File: config.mk
export PLATFORM = sky130hd
export DESIGN_NAME = gf_sample_sequencer
export DESIGN_NICKNAME = d
export VERILOG_FILES = /design/src/rtl/gf_sample_sequencer.sv
export SDC_FILE = /design/constraint.sdc
export NUM_CORES = 1
export LEC_CHECK = 0
export CORE_MARGIN = 8
export CORE_UTILIZATION = 45
export DETAILED_ROUTE_END_ITERATION = 8
export HOLD_SLACK_MARGIN = 0.1
export PLACE_DENSITY = 0.66
export SLEW_MARGIN = 20
export SYNTH_ARGS = -nofsm -noshare
export SYNTH_HDL_FRONTEND = slang
export SYNTH_SLANG_ARGS = --single-unit
File: constraint.sdc
create_clock -name iClk -period 6.4 [get_ports iClk]
set_input_delay 1.6 -clock iClk [delete_from_list [all_inputs] [get_ports iClk]]
set_output_delay 1.6 -clock iClk [all_outputs]
set_load 0.02 [all_outputs]
File: src/rtl/gf_sample_sequencer.sv
// gf_sample_sequencer
//   Sequences a bank of 3-tap glitch filters. For every group it produces the
//   synchronous clear, a programmable-rate sample-enable pulse, and a valid
//   flag that rises once the filter pipeline has been flushed.
//
// Ports
//   iClk        core clock, rising edge
//   iRst        asynchronous active-high reset
//   iGlobalEna  1 = period/fill counting runs, 0 = counters freeze
//   iPeriod     per-group period P at [g*CNT_WIDTH +: CNT_WIDTH]; pulses every P+1 cycles
//   iReinit     per-group single-cycle re-initialisation request
//   oSRst_n     per-group active-low synchronous clear to the filter
//   oEna        per-group one-cycle sample-enable pulse
//   oValid      per-group filter output valid
//   oBusy       1 while any group is not in RUN
module gf_sample_sequencer #(
  parameter int unsigned NUM_GROUPS  = 4,
  parameter int unsigned CNT_WIDTH   = 16,
  parameter int unsigned CLR_CYCLES  = 4,
  parameter int unsigned FILL_PULSES = 3
) (
  input  logic                              iClk,
  input  logic                              iRst,
  input  logic                              iGlobalEna,
  input  logic [NUM_GROUPS*CNT_WIDTH-1:0]   iPeriod,
  input  logic [NUM_GROUPS-1:0]             iReinit,
  output logic [NUM_GROUPS-1:0]             oSRst_n,
  output logic [NUM_GROUPS-1:0]             oEna,
  output logic [NUM_GROUPS-1:0]             oValid,
  output logic                              oBusy
);

  typedef enum logic [1:0] {
    CLEAR = 2'd0,
    FILL  = 2'd1,
    RUN   = 2'd2
  } state_t;

  localparam logic [7:0]           CLR_LAST  = 8'(CLR_CYCLES - 1);
  localparam logic [3:0]           FILL_LAST = 4'(FILL_PULSES - 1);
  localparam logic [3:0]           FILL_SAT  = 4'(FILL_PULSES);
  localparam logic [CNT_WIDTH-1:0] PER_ONE   = CNT_WIDTH'(1);

  state_t               state    [NUM_GROUPS];
  state_t               stateNxt [NUM_GROUPS];
  logic [7:0]           clrCnt   [NUM_GROUPS];
  logic [7:0]           clrNxt   [NUM_GROUPS];
  logic [CNT_WIDTH-1:0] perCnt   [NUM_GROUPS];
  logic [CNT_WIDTH-1:0] perNxt   [NUM_GROUPS];
  logic [3:0]           fillCnt  [NUM_GROUPS];
  logic [3:0]           fillNxt  [NUM_GROUPS];
  logic [NUM_GROUPS-1:0] srstNxt;
  logic [NUM_GROUPS-1:0] enaNxt;
  logic [NUM_GROUPS-1:0] validNxt;
  logic                  busyNxt;

  always_comb begin
    busyNxt = 1'b0;
    for (int unsigned g = 0; g < NUM_GROUPS; g++) begin
      stateNxt[g] = state[g];
      clrNxt[g]   = clrCnt[g];
      perNxt[g]   = perCnt[g];
      fillNxt[g]  = fillCnt[g];
      srstNxt[g]  = oSRst_n[g];
      enaNxt[g]   = 1'b0;
      validNxt[g] = oValid[g];

      if (iReinit[g]) begin
        // Reinit wins over everything, including a pulse due this cycle.
        stateNxt[g] = CLEAR;
        clrNxt[g]   = '0;
        srstNxt[g]  = 1'b0;
        validNxt[g] = 1'b0;
      end else begin
        unique case (state[g])
          CLEAR: begin
            if (clrCnt[g] == CLR_LAST) begin
              stateNxt[g] = FILL;
              srstNxt[g]  = 1'b1;
              perNxt[g]   = iPeriod[g*CNT_WIDTH +: CNT_WIDTH];
              fillNxt[g]  = '0;
            end else begin
              clrNxt[g] = clrCnt[g] + 8'd1;
            end
          end
          FILL, RUN: begin
            if (iGlobalEna) begin
              if (perCnt[g] == '0) begin
                enaNxt[g] = 1'b1;
                perNxt[g] = iPeriod[g*CNT_WIDTH +: CNT_WIDTH];
              end else begin
                perNxt[g] = perCnt[g] - PER_ONE;
              end
              // Fill counting looks at the pulse currently on oEna, so valid
              // rises the cycle after the last flushing pulse.
              if (state[g] == FILL && oEna[g]) begin
                if (fillCnt[g] == FILL_LAST) begin
                  stateNxt[g] = RUN;
                  validNxt[g] = 1'b1;
                  fillNxt[g]  = FILL_SAT;
                end else begin
                  fillNxt[g] = fillCnt[g] + 4'd1;
                end
              end
            end
          end
          default: begin
            stateNxt[g] = CLEAR;
            clrNxt[g]   = '0;
            srstNxt[g]  = 1'b0;
            validNxt[g] = 1'b0;
          end
        endcase
      end

      if (stateNxt[g] != RUN) busyNxt = 1'b1;
    end
  end

  always_ff @(posedge iClk or posedge iRst) begin
    if (iRst) begin
      for (int unsigned g = 0; g < NUM_GROUPS; g++) begin
        state[g]   <= CLEAR;
        clrCnt[g]  <= '0;
        perCnt[g]  <= '0;
        fillCnt[g] <= '0;
      end
      oSRst_n <= '0;
      oEna    <= '0;
      oValid  <= '0;
      oBusy   <= 1'b1;
    end else begin
      for (int unsigned g = 0; g < NUM_GROUPS; g++) begin
        state[g]   <= stateNxt[g];
        clrCnt[g]  <= clrNxt[g];
        perCnt[g]  <= perNxt[g];
        fillCnt[g] <= fillNxt[g];
      end
      oSRst_n <= srstNxt;
      oEna    <= enaNxt;
      oValid  <= validNxt;
      oBusy   <= busyNxt;
    end
  end

endmodule

* Word-level counts from Yosys, hierarchy flattened
Cells that the tools add are included.
Storage, ports and cells: bits in registers 133, bits of input ports 71, output and inout bits 13
Operators by class: add/sub/neg operators 12, equality and inequality tests 60, multiplexer cells 124, bitwise logic cells 4, reductions and logical operators 40
Operator list (count):
- $mux 16 | 12
- $pmux 16 s2 | 4
- $logic_not 16->1 | 4
- $mux 4 | 16
- $mux 8 | 8
- $pmux 8 s2 | 4
- $sub 16x1->16 const B | 4
- $ne 3x3->1 const B | 20
- $ne 2x2->1 const B | 24
- $mux 1 | 44
- $mux 2 | 20
- $add 8x1->8 const B | 4
- $eq 8x2->1 const B | 4
- $pmux 4 s2 | 4
- $reduce_and 4->1 | 8
- $reduce_and 5->1 | 4
- $add 4x1->4 const B | 4
- $eq 4x2->1 const B | 4
- $pmux 1 s2 | 8
- $pmux 2 s2 | 4
- $reduce_and 2->1 | 8
- $eq 2x1->1 const B | 4
- $eq 2x2->1 const B | 4
- $logic_not 2->1 | 4
- other kinds (4) | 16

* Logic depth before layout (Yosys ltp)
Gate-level depths: netlist of run 1.
depth after elaboration 11, mapped depth 9, mapped depth without buffers 7

* Worst setup path before layout of run 1
No wires, ideal clock.
path kind in2reg, start point input port iReinit[0], end point register fillCnt[13] (netlist name), library setup time 125 ps, data arrival time 2766 ps, required time 6275 ps, slack 3509 ps, cell stages on the path 3, buffers on the path 0, cell sequence o21bai_1 > a211oi_1 > mux2_2
On the way: cells in the longest elaborated chain, start to end 2
RTL lines:
- start, declared | line 26 | input logic [NUM_GROUPS-1:0] iReinit,
- $not 1->1 (no line)
- $reduce_and 5->1 (no line)
- end signal, assigned by index | line 137 | fillCnt[g] <= fillNxt[g];
- end, declared | line 50 | logic [3:0] fillCnt [NUM_GROUPS];
Every way passes these cells. A chain may end at the register's enable or synchronous reset.

* Worst setup path after layout of run 1
start point input port iGlobalEna, end point register perCnt[43] (netlist name)
On the way: cells in the longest elaborated chain, start to end 2
RTL lines:
- start, declared | line 24 | input logic iGlobalEna,
- $ne 2x2->1 (no line)
- $reduce_and 4->1 (no line)
- end signal, assigned by index | line 136 | perCnt[g] <= perNxt[g];
- end, declared | line 48 | logic [CNT_WIDTH-1:0] perCnt [NUM_GROUPS];
Every way passes these cells.

==> impl_table.tex, run 1 <==
\begin{tabular}{lr}
\hline
Metric & Value \\
\hline
\multicolumn{2}{l}{\textbf{Floorplanning}} \\
\quad Horiz. Die Dim & 149 µm \\
\quad Die ar. & 22300 µm² \\
\quad Die boundary height & 149 µm \\
\quad Core region area & 17700 µm² \\
\quad Initial Util & 45.2\% \\
\quad Boundary pin count & 84 \\
\quad Std cell rows & 49 \\
\multicolumn{2}{l}{\textbf{Clock tree}} \\
\quad Number of buffers created by CTS & 17 \\
\quad CTS Hold Bufs & 0 \\
\quad Clock tree from TritonCTS & built \\
\quad Buffers inserted by post-CTS timing repair & 0 \\
\quad H-tree depth & 4 \\
\quad Clock Latency Late Sink & 0.42 ns \\
\quad Register clock-pin slew on the reported worst setup and hold paths & 0.06 ns \\
\quad Count of clock tree sinks & 133 \\
\quad CTS root buf & clkbuf\_16 \\
\quad Number of instances resized during post-cts repair & 0 \\
\quad Clk buf depth & 2 \\
\multicolumn{2}{l}{\textbf{Detailed routing}} \\
\quad Length of the first detailed-routing pass in iterations & 5 \\
\quad Vias after detailed routing & 7025 \\
\quad Drt total wl & 19200 µm \\
\quad First DRT Iteration DRCs & 397 \\
\quad Post-detailed-route wirelength per cell & 15.7 µm \\
\quad Post-DRT Antenna Nets & 0 \\
\quad DRC errors left & 0 \\
\quad Vias per std cell & 5.73 \\
\multicolumn{2}{l}{\textbf{Worst setup path}} \\
\quad Category of the critical setup timing path & in2reg \\
\quad Endpoint of the lowest-slack register-to-register path & perCnt[43] \\
\quad Termination of the worst setup path & perCnt[43] \\
\quad Critical path capture point type & flip-flop \\
\quad Arrival time of the worst setup path & 3.87 ns \\
\quad R2R Path Start & clrCnt[16] \\
\quad Required time at the endpoint of the critical path & 6.70 ns \\
\quad Reg-to-reg setup timing slack & 3.26 ns \\
\quad Critical Path Source & iGlobalEna \\
\quad R2R cell count & 6 \\
\quad Maximum fanout count along the critical path & 20 \\
\quad Nature of the critical path startpoint & input pin \\
\multicolumn{2}{l}{\textbf{Synthesis}} \\
\quad Sequential share of the synthesized area & 41.5\% \\
\quad Mean cell area of the mapped netlist & 8.74 µm² \\
\quad Post-synthesis instance area & 8020 µm² \\
\quad Count of flip-flops with a built-in enable after synthesis & 0 \\
\quad Primary FF master, synth & dfrtp\_1 \\
\quad Synthesis-stage register bit count & 133 \\
\quad Number of unique standard cell types used by synthesis & 73 \\
\quad Mapped Nets & 1020 \\
\quad Cell count after synthesis & 917 \\
\quad Post-synthesis async set-or-reset flop share & 100\% \\
\quad Total number of yosys warnings & 0 \\
\multicolumn{2}{l}{\textbf{STA}} \\
\quad Final TNS setup & 0 ns \\
\quad Worst setup skew after layout & 0.0103 ns \\
\quad Top achievable clock speed & 280 MHz \\
\quad Hold Vio Cnt, Final & 0 \\
\quad Worst slew pin tran & 1.04 ns \\
\quad Final setup violation count & 0 \\
\quad Clock period minus final worst setup slack & 3.57 ns \\
\quad Setup repair after global routing missed its margin & no \\
\quad Fraction of the cycle the final worst path needs & 55.8\% \\
\quad Rel. slew slack & 30.7\% \\
\quad Number of max-slew violations in the final report & 0 \\
\multicolumn{2}{l}{\textbf{Final layout}} \\
\quad Antenna Diode Count & 0 \\
\quad Layout cell share with drive strength beyond 1 & 6.12\% \\
\quad Final Net Count & 1087 \\
\quad Number of filler cells placed in the layout & 1703 \\
\quad Layout area overhead & 20.1\% \\
\quad Core utilization of the finished layout & 54.3\% \\
\multicolumn{2}{l}{\textbf{Placement}} \\
\quad IO Port Bufs & 83 \\
\quad Placed wire-length estimate & 13100 µm \\
\quad Weighted congestion reported at the end of routability-driven placement & 0.783 \\
\multicolumn{2}{l}{\textbf{Worst hold path}} \\
\quad Worst min-delay path class & reg2reg \\
\multicolumn{2}{l}{\textbf{Pwr}} \\
\quad Power density cells & 351 nW/µm² \\
\quad Leakage & 3.83 nW \\
\quad Maximum ir drop on the vdd rail & 0.177 mV \\
\multicolumn{2}{l}{\textbf{Global route}} \\
\quad First-pass GRT wire length & 32700 µm \\
\quad Gr usage total & 17.7\% \\
\quad Pin count of the biggest net entering global routing & 94 \\
\quad Number of antenna violations at the first check in global routing & 0 \\
\quad Number of global-route vias before repair & 6771 \\
\quad Global-route congestion overflow total & 0 \\
\multicolumn{2}{l}{\textbf{Status}} \\
\quad Result of the run & finished clean \\
\multicolumn{2}{l}{\textbf{Run}} \\
\quad Max\_cap viols & 0 \\
\hline
\end{tabular}
==> worst min-delay path by stage <==
stage	end	startpoint	slack (ns)	depth (start not counted)
after floorplan	perCnt[47]	perCnt[47]	0.47	1
after global placement	oValid[3]	oValid[3]	0.49	2
after detailed placement	oValid[3]	oValid[3]	0.49	2
after CTS	oValid[3]	oValid[3]	0.50	2
after global routing	perCnt[47]	perCnt[47]	0.53	1
final	oValid[3]	oValid[3]	0.49	2
==> through the flow <==
stage	instances	power [mW]	area, µm²	hold WS (ns)	setup slack [ns]
3_5_place_dp	1193	2.38	9010	0.491	2.38
4_1_cts	1225	3.40	9610	0.503	2.82
3_3_place_gp	1193	2.36	9010	0.486	2.43
2_1_floorplan	917	2.09	8020	0.469	1.25
6_report	1226	3.38	9630	0.493	2.83
5_1_grt	1226	3.62	9630	0.526	2.69
==> critical path, cell delays in order <==
cell and delay (ns):
clkdlybuf4s50_1 0.65, nor2_1 0.14, a2111oi_4 0.95, o21ai_1 0.16, a221o_1 0.38
==> power by group <==
part | switching, mW | leakage [nW] | total, mW | internal (mW)
logic | 0.590 | 1.82 | 1.02 | 0.433
registers | 0.277 | 1.71 | 1.36 | 1.08
clock network | 0.369 | 0.298 | 1.00 | 0.633
total | 1.24 | 3.83 | 3.38 | 2.15
==> placed cells by master (no fill, tap or decap), types with 5 or more instances in the layout <==
master           Yosys  layout
dfrtp_1            132     132
nor2_1             103     103
o21ai_0             89      89
clkdlybuf4s50_1      0      83
a21oi_1             69      69
nand2_1             61      61
inv_1               39      38
nor3_1              37      37
nand3_1             36      36
ha_1                32      32
nand4_1             25      25
nor4_1              20      20
xor2_1              19      19
clkbuf_16            0      17
nand2b_1            16      16
and3_1              13      13
o2bb2ai_1           13      13
or3_1               12      12
a31oi_1             11      11
mux2i_1             11      11
nor4b_1              9       9
o21a_1               7       7
a2bb2oi_1            7       7
or4_1                6       6
a221o_1              6       6
and2_1               6       6
clkbuf_8             0       6
or3b_2               5       5
or2_2                5       5
a22oi_1              5       5
==> layer usage <==
| metal | vias up | GRT usage (%) | part of all wire [%] |
|---|---|---|---|
| li1 | 3524 | - | - |
| met5 | - | 0 | 0 |
| met4 | 0 | 5.00 | 0.64 |
| met3 | 10 | 4.29 | 5.0 |
| met2 | 136 | 27.9 | 47 |
| met1 | 3355 | 23.7 | 47 |
==> area by class of cell <==
type / count / area, µm² / area share (%)
well taps: 229 / 287 / 2.98
clock inverters: 8 / 95.1 / 0.988
multi-input cells: 705 / 4380 / 45.5
flip-flops and latches: 133 / 3330 / 34.6
repair buffers: 88 / 872 / 9.06
inverters: 39 / 151 / 1.57
clock buffers: 24 / 512 / 5.32
==> sequential cells by signal, summed over array words and instances (netlist names) <==
name,flops
state,8
oBusy,1
oValid,4
fillCnt,16
perCnt,64
clrCnt,32
oEna,4
oSRst_n,4
==> synth_stat cells (9+ instances only) <==
library cell	n	area (µm²)
o2bb2ai_1	13	114
nor4_1	20	125
nand2_1	61	229
inv_1	39	146
or3_1	12	75.1
nor2_1	103	387
a21oi_1	69	345
xor2_1	19	166
dfrtp_1	132	3300
a31oi_1	11	68.8
nor3_1	37	185
clkbuf_1	28	105
nand2b_1	16	100
mux2i_1	11	110
and3_1	13	81.3
ha_1	32	400
buf_2	9	45.0
o21ai_0	89	445
nor4b_1	9	78.8
nand4_1	25	156
nand3_1	36	180
==> kinds of logic after synthesis <==
| group | count (synthesis) | share of synthesized area, % |
|---|---|---|
| mux | 12 | 1.51 |
| compound gates | 267 | 21.5 |
| buf+inv | 79 | 4.07 |
| fa+ha+maj | 32 | 4.99 |
| flops | 133 | 41.5 |
| xor+xnor | 22 | 2.40 |
| simple gates | 372 | 24.0 |
Power figures use the tool's default switching activity.
==> run 2, diff against run 1 <==
clock period = 3.6 ns   (was 6.4 ns; I/O delays follow)
==> run 2 against run 1 <==
First-iteration DRC count increased by 12%. Clock skew decreased by 0.0012 ns. Non-clock buffer count increased by 12. Worst hold slack improved by 0.012 ns. Sequential share of layout area decreased by 0.49 points. Sequential power increased by 77%. Global-route usage about the same. Via count increased by 1.1%. Largest power group unchanged. Core utilization increased by 0.78 points. Total power increased by 82%. Critical endpoint is now perCnt[60]. Clock power increased by 87%. Register-to-register slack got worse by 2.5 ns.
==> impl_table.tex, run 2 (synthesis gave the netlist of run 1 again) <==
\begin{tabular}{lr}
\hline
Metric & Value \\
\hline
\multicolumn{2}{l}{\textbf{Clock tree}} \\
\quad CTS root buf & clkbuf\_16 \\
\quad Register clock-pin slew on the reported worst setup and hold paths & 0.06 ns \\
\quad Number of buffers created by CTS & 17 \\
\quad Clock Latency Late Sink & 0.42 ns \\
\quad Count of clock tree sinks & 133 \\
\quad Clk buf depth & 2 \\
\quad Clock tree from TritonCTS & built \\
\quad Buffers inserted by post-CTS timing repair & 0 \\
\quad CTS Hold Bufs & 0 \\
\quad H-tree depth & 4 \\
\quad Number of instances resized during post-cts repair & 0 \\
\multicolumn{2}{l}{\textbf{Pwr}} \\
\quad Internal power & 3.92 mW \\
\quad Leakage & 3.90 nW \\
\quad Gate power share & 30.3\% \\
\quad Power share of the sequential group & 39.2\% \\
\quad Clock network fraction of total power & 30.5\% \\
\quad Power density cells & 629 nW/µm² \\
\quad Maximum ir drop on the vdd rail & 0.338 mV \\
\quad Net Switching & 2.23 mW \\
\quad Sw Ratio & 36.2\% \\
\multicolumn{2}{l}{\textbf{Detailed routing}} \\
\quad Vias after detailed routing & 7101 \\
\quad Length of the first detailed-routing pass in iterations & 5 \\
\quad Drt total wl & 19200 µm \\
\quad First DRT Iteration DRCs & 444 \\
\quad Vias per std cell & 5.74 \\
\quad Post-DRT Antenna Nets & 0 \\
\quad Post-detailed-route wirelength per cell & 15.5 µm \\
\quad DRC errors left & 0 \\
\multicolumn{2}{l}{\textbf{STA}} \\
\quad Setup repair after global routing missed its margin & no \\
\quad Clock period minus final worst setup slack & 2.84 ns \\
\quad Final critical-path setup slack & 0.763 ns \\
\quad Top achievable clock speed & 352 MHz \\
\quad Worst setup skew after layout & 0.00903 ns \\
\quad Hold Vio Cnt, Final & 0 \\
\quad Fraction of the cycle the final worst path needs & 78.8\% \\
\quad Number of max-slew violations in the final report & 0 \\
\quad Rel. slew slack & 40.2\% \\
\quad Final setup violation count & 0 \\
\quad Final TNS setup & 0 ns \\
\quad Worst slew pin tran & 0.884 ns \\
\multicolumn{2}{l}{\textbf{Placement}} \\
\quad Weighted congestion reported at the end of routability-driven placement & 0.826 \\
\quad IO Port Bufs & 83 \\
\quad Cell count after placement & 1206 \\
\quad Placed wire-length estimate & 13500 µm \\
\quad Pre-CTS setup slack & 0.536 ns \\
\multicolumn{2}{l}{\textbf{Worst setup path}} \\
\quad Nature of the critical path startpoint & flip-flop \\
\quad Arrival time of the worst setup path & 3.19 ns \\
\quad Category of the critical setup timing path & reg2reg \\
\quad Maximum fanout count along the critical path & 21 \\
\quad Required time at the endpoint of the critical path & 3.96 ns \\
\quad Critical path capture point type & flip-flop \\
\multicolumn{2}{l}{\textbf{Final layout}} \\
\quad Final Net Count & 1099 \\
\quad Layout cell share with drive strength beyond 1 & 7.23\% \\
\quad Layout area overhead & 21.8\% \\
\quad Leading cell type in the layout, fill and taps excluded & dfrtp\_1 \\
\quad Register with the most flip-flops & perCnt \\
\quad Largest registers in the final layout & perCnt x64, clrCnt x32, fillCnt x16 \\
\quad Layout Cells excl Fill & 1238 \\
\quad Highest-count cells in the layout ignoring fill and taps & 132 x dfrtp\_1, 103 x nor2\_1, 89 x o21ai\_0 \\
\quad Antenna Diode Count & 0 \\
\quad Number of flip-flops in the largest register & 64 \\
\multicolumn{2}{l}{\textbf{Floorplanning}} \\
\quad Horiz. Die Dim & 149 µm \\
\quad Std cell rows & 49 \\
\quad Initial Util & 45.2\% \\
\quad Die ar. & 22300 µm² \\
\quad Core region area & 17700 µm² \\
\quad Die boundary height & 149 µm \\
\quad Boundary pin count & 84 \\
\multicolumn{2}{l}{\textbf{Global route}} \\
\quad Global-route congestion overflow total & 0 \\
\quad Number of antenna violations at the first check in global routing & 0 \\
\quad Gr usage total & 17.7\% \\
\quad Pin count of the biggest net entering global routing & 48 \\
\quad First-pass GRT wire length & 32600 µm \\
\quad Number of global-route vias before repair & 6833 \\
\multicolumn{2}{l}{\textbf{Run}} \\
\quad Max\_cap viols & 0 \\
\multicolumn{2}{l}{\textbf{Status}} \\
\quad Result of the run & finished clean \\
\multicolumn{2}{l}{\textbf{Worst hold path}} \\
\quad Worst min-delay path class & reg2reg \\
\hline
\end{tabular}
==> run 2: changes by cell type in the layout (fill, tap and decap cells not counted), sizes merged <==
cell | previous run | this run
inv | 39 | 38
clkbuf | 24 | 20
clkinvlp | 2 | 5
bufinv | 2 | 4
buf | 5 | 17
==> run 2: metal layers <==
layer | vias up | track usage [%] | part of all wire [%]
met3 | 26 | 4.38 | 4.2
li1 | 3550 | - | -
met2 | 153 | 27.9 | 46
met5 | - | 0 | 0
met4 | 0 | 5.70 | 1.5
met1 | 3372 | 23.4 | 48
==> run 2: power groups by stage <==
stage	combinational, mW	sequential (mW)	clock [mW]
floorplan	1.41	2.30	0
global placement	1.81	2.42	0
detailed placement	1.86	2.42	0
CTS	1.86	2.40	1.90
global route	2.12	2.50	1.98
finish	1.86	2.41	1.87
==> run 2: layout make-up <==
| type | instances | area (µm²) |
|---|---|---|
| sequential | 133 | 3330 |
| clock buffer | 20 | 457 |
| clock inverter | 12 | 178 |
| multi-input combinational | 705 | 4380 |
| inverter | 39 | 150 |
| timing repair buffer | 100 | 983 |
| tap | 229 | 287 |
| fill | 1608 | 7960 |
==> run 2: final timing paths <==
check | startpoint | endpoint | slack [ns] | cells after the start
setup / recovery | clrCnt[24] | perCnt[60] | 0.76 | 6
hold / removal | oValid[3] | oValid[3] | 0.51 | 2
setup reg to reg | clrCnt[24] | perCnt[60] | 0.76 | 6
hold reg to reg | oValid[3] | oValid[3] | 0.51 | 2
max in group asynchronous | iRst | fillCnt[3] | 1.97 | 3
min in group asynchronous | iRst | oValid[3] | 0.89 | 2
==> run 2: critical path, stage by stage (launching register included) <==
cell and delay, ns:
dfrtp_1 0.42, ha_1 0.24, nor4b_2 0.42, a21boi_1 0.27, or4_1 0.86, nor4b_1 0.41
a221o_1 0.16
==> run 2: stage by stage <==
| stage | cell area, µm² | total power, mW | util [%] | hold slack [ns] |
|---|---|---|---|---|
| final | 9760 | 6.14 | 55.1 | 0.505 |
| after global placement | 9130 | 4.23 | 51.5 | 0.486 |
| after global routing | 9760 | 6.59 | 55.1 | 0.546 |
| after detailed placement | 9130 | 4.27 | 51.5 | 0.494 |
| after floorplan | 8020 | 3.71 | - | 0.469 |
| after CTS | 9760 | 6.16 | 55.1 | 0.510 |
==> run 3, diff against run 2 <==
clock period = 3 ns   (was 3.6 ns; I/O delays follow)
==> run 3 against run 2 <==
Global-route usage is 0.54 points higher. Final cell count is 2.2% higher. Worst hold slack worse by 0.011 ns. Largest cell class unchanged. Largest power group unchanged. Highest routed layer unchanged.
==> impl_table.tex, run 3 (synthesis gave the netlist of run 1 again) <==
\begin{tabular}{lr}
\hline
Metric & Value \\
\hline
\multicolumn{2}{l}{\textbf{Final layout}} \\
\quad Layout area overhead & 24.2\% \\
\quad Leading cell type in the layout, fill and taps excluded & dfrtp\_1 \\
\quad Number of flip-flops in the largest register & 64 \\
\quad Largest registers in the final layout & perCnt x64, clrCnt x32, fillCnt x16 \\
\quad Final Net Count & 1126 \\
\quad Design Area, Final & 9950 µm² \\
\quad Layout cell share with drive strength beyond 1 & 9.65\% \\
\quad Register with the most flip-flops & perCnt \\
\quad Highest-count cells in the layout ignoring fill and taps & 132 x dfrtp\_1, 103 x nor2\_1, 89 x o21ai\_0 \\
\quad Layout Cells excl Fill & 1265 \\
\quad Antenna Diode Count & 0 \\
\quad Core utilization of the finished layout & 56.2\% \\
\multicolumn{2}{l}{\textbf{STA}} \\
\quad Setup repair after global routing missed its margin & no \\
\quad Final critical-path setup slack & 0.322 ns \\
\quad Top achievable clock speed & 373 MHz \\
\quad Number of max-slew violations in the final report & 0 \\
\quad Final TNS setup & 0 ns \\
\quad Worst slew pin tran & 0.753 ns \\
\quad Min Hold Slack & 0.495 ns \\
\quad Clock period minus final worst setup slack & 2.68 ns \\
\quad Worst setup skew after layout & 0.00881 ns \\
\quad Fraction of the cycle the final worst path needs & 89.3\% \\
\quad Rel. slew slack & 49.8\% \\
\quad Hold Vio Cnt, Final & 0 \\
\quad Final setup violation count & 0 \\
\multicolumn{2}{l}{\textbf{Global route}} \\
\quad Number of antenna violations at the first check in global routing & 0 \\
\quad Number of global-route vias before repair & 6959 \\
\quad Gr usage total & 18.2\% \\
\quad First-pass GRT wire length & 33500 µm \\
\quad Global-route congestion overflow total & 0 \\
\quad Pin count of the biggest net entering global routing & 79 \\
\multicolumn{2}{l}{\textbf{Floorplanning}} \\
\quad Die boundary height & 149 µm \\
\quad Std cell rows & 49 \\
\quad Horiz. Die Dim & 149 µm \\
\quad Initial Util & 45.2\% \\
\quad Boundary pin count & 84 \\
\quad Die ar. & 22300 µm² \\
\quad Core region area & 17700 µm² \\
\multicolumn{2}{l}{\textbf{Clock tree}} \\
\quad Number of buffers created by CTS & 17 \\
\quad Clk buf depth & 2 \\
\quad Count of clock tree sinks & 133 \\
\quad CTS root buf & clkbuf\_16 \\
\quad Clock Latency Late Sink & 0.43 ns \\
\quad CTS Hold Bufs & 0 \\
\quad Number of instances resized during post-cts repair & 0 \\
\quad Buffers inserted by post-CTS timing repair & 0 \\
\quad Register clock-pin slew on the reported worst setup and hold paths & 0.06 ns \\
\quad Clock tree from TritonCTS & built \\
\quad H-tree depth & 4 \\
\multicolumn{2}{l}{\textbf{Placement}} \\
\quad Placed wire-length estimate & 13600 µm \\
\quad Cell count after placement & 1233 \\
\quad Area post-placement & 9340 µm² \\
\quad Weighted congestion reported at the end of routability-driven placement & 0.813 \\
\quad Pre-CTS setup slack & 0.272 ns \\
\quad IO Port Bufs & 83 \\
\multicolumn{2}{l}{\textbf{Detailed routing}} \\
\quad Drt total wl & 19400 µm \\
\quad Post-detailed-route wirelength per cell & 15.3 µm \\
\quad First DRT Iteration DRCs & 403 \\
\quad Length of the first detailed-routing pass in iterations & 5 \\
\quad Post-DRT Antenna Nets & 0 \\
\quad Vias after detailed routing & 7164 \\
\quad Vias per std cell & 5.66 \\
\quad DRC errors left & 0 \\
\multicolumn{2}{l}{\textbf{Worst setup path}} \\
\quad Critical path capture point type & flip-flop \\
\quad R2R cell count & 7 \\
\quad Maximum fanout count along the critical path & 20 \\
\quad Category of the critical setup timing path & reg2reg \\
\quad Arrival time of the worst setup path & 2.98 ns \\
\quad Nature of the critical path startpoint & flip-flop \\
\quad Required time at the endpoint of the critical path & 3.30 ns \\
\multicolumn{2}{l}{\textbf{Run}} \\
\quad Max\_cap viols & 0 \\
\multicolumn{2}{l}{\textbf{Pwr}} \\
\quad Power density cells & 743 nW/µm² \\
\quad Total design power & 7.40 mW \\
\quad Leakage & 4.02 nW \\
\quad Maximum ir drop on the vdd rail & 0.457 mV \\
\multicolumn{2}{l}{\textbf{Status}} \\
\quad Result of the run & finished clean \\
\multicolumn{2}{l}{\textbf{Worst hold path}} \\
\quad Worst min-delay path class & reg2reg \\
\quad Hold path cells & 2 \\
\hline
\end{tabular}
-- run 3: area by class of cell --
class,instances,area (µm²)
inverters,39,150
clock buffers,20,457
flip-flops and latches,133,3330
multi-input cells,705,4380
well taps,229,287
fillers,1630,7760
repair buffers,127,1200
clock inverters,12,153
-- run 3: report_power, final --
group / total (mW) / switching (mW) / internal, mW / leakage, nW
clock: 2.17 / 0.821 / 1.35 / 0.288
sequential: 2.90 / 0.593 / 2.30 / 1.71
combinational: 2.33 / 1.28 / 1.05 / 2.03
total: 7.40 / 2.69 / 4.71 / 4.02
-- run 3: routing by layer --
layer	track usage (%)	part of all wire, %
met5	0	0
met4	6.36	1.2
met3	4.02	3.5
met2	29.2	47
met1	23.8	48
-- run 3: critical path, stage by stage (launching register included) --
cell	delay [ns]
dfrtp_1	0.39
inv_1	0.12
ha_1	0.18
or4b_2	0.65
o41a_1	0.63
o21ai_0	0.22
nand2_1	0.08
a221o_1	0.29
-- run 3: path summary, 6_finish.rpt --
path / startpoint / to / slack [ns]
max: perCnt[0] / perCnt[13] / 0.32
min: oValid[2] / oValid[2] / 0.49
max reg2reg: perCnt[0] / perCnt[13] / 0.32
min reg2reg: oValid[2] / oValid[2] / 0.49
max in group asynchronous: iRst / perCnt[50] / 1.83
min in group asynchronous: iRst / clrCnt[5] / 0.77
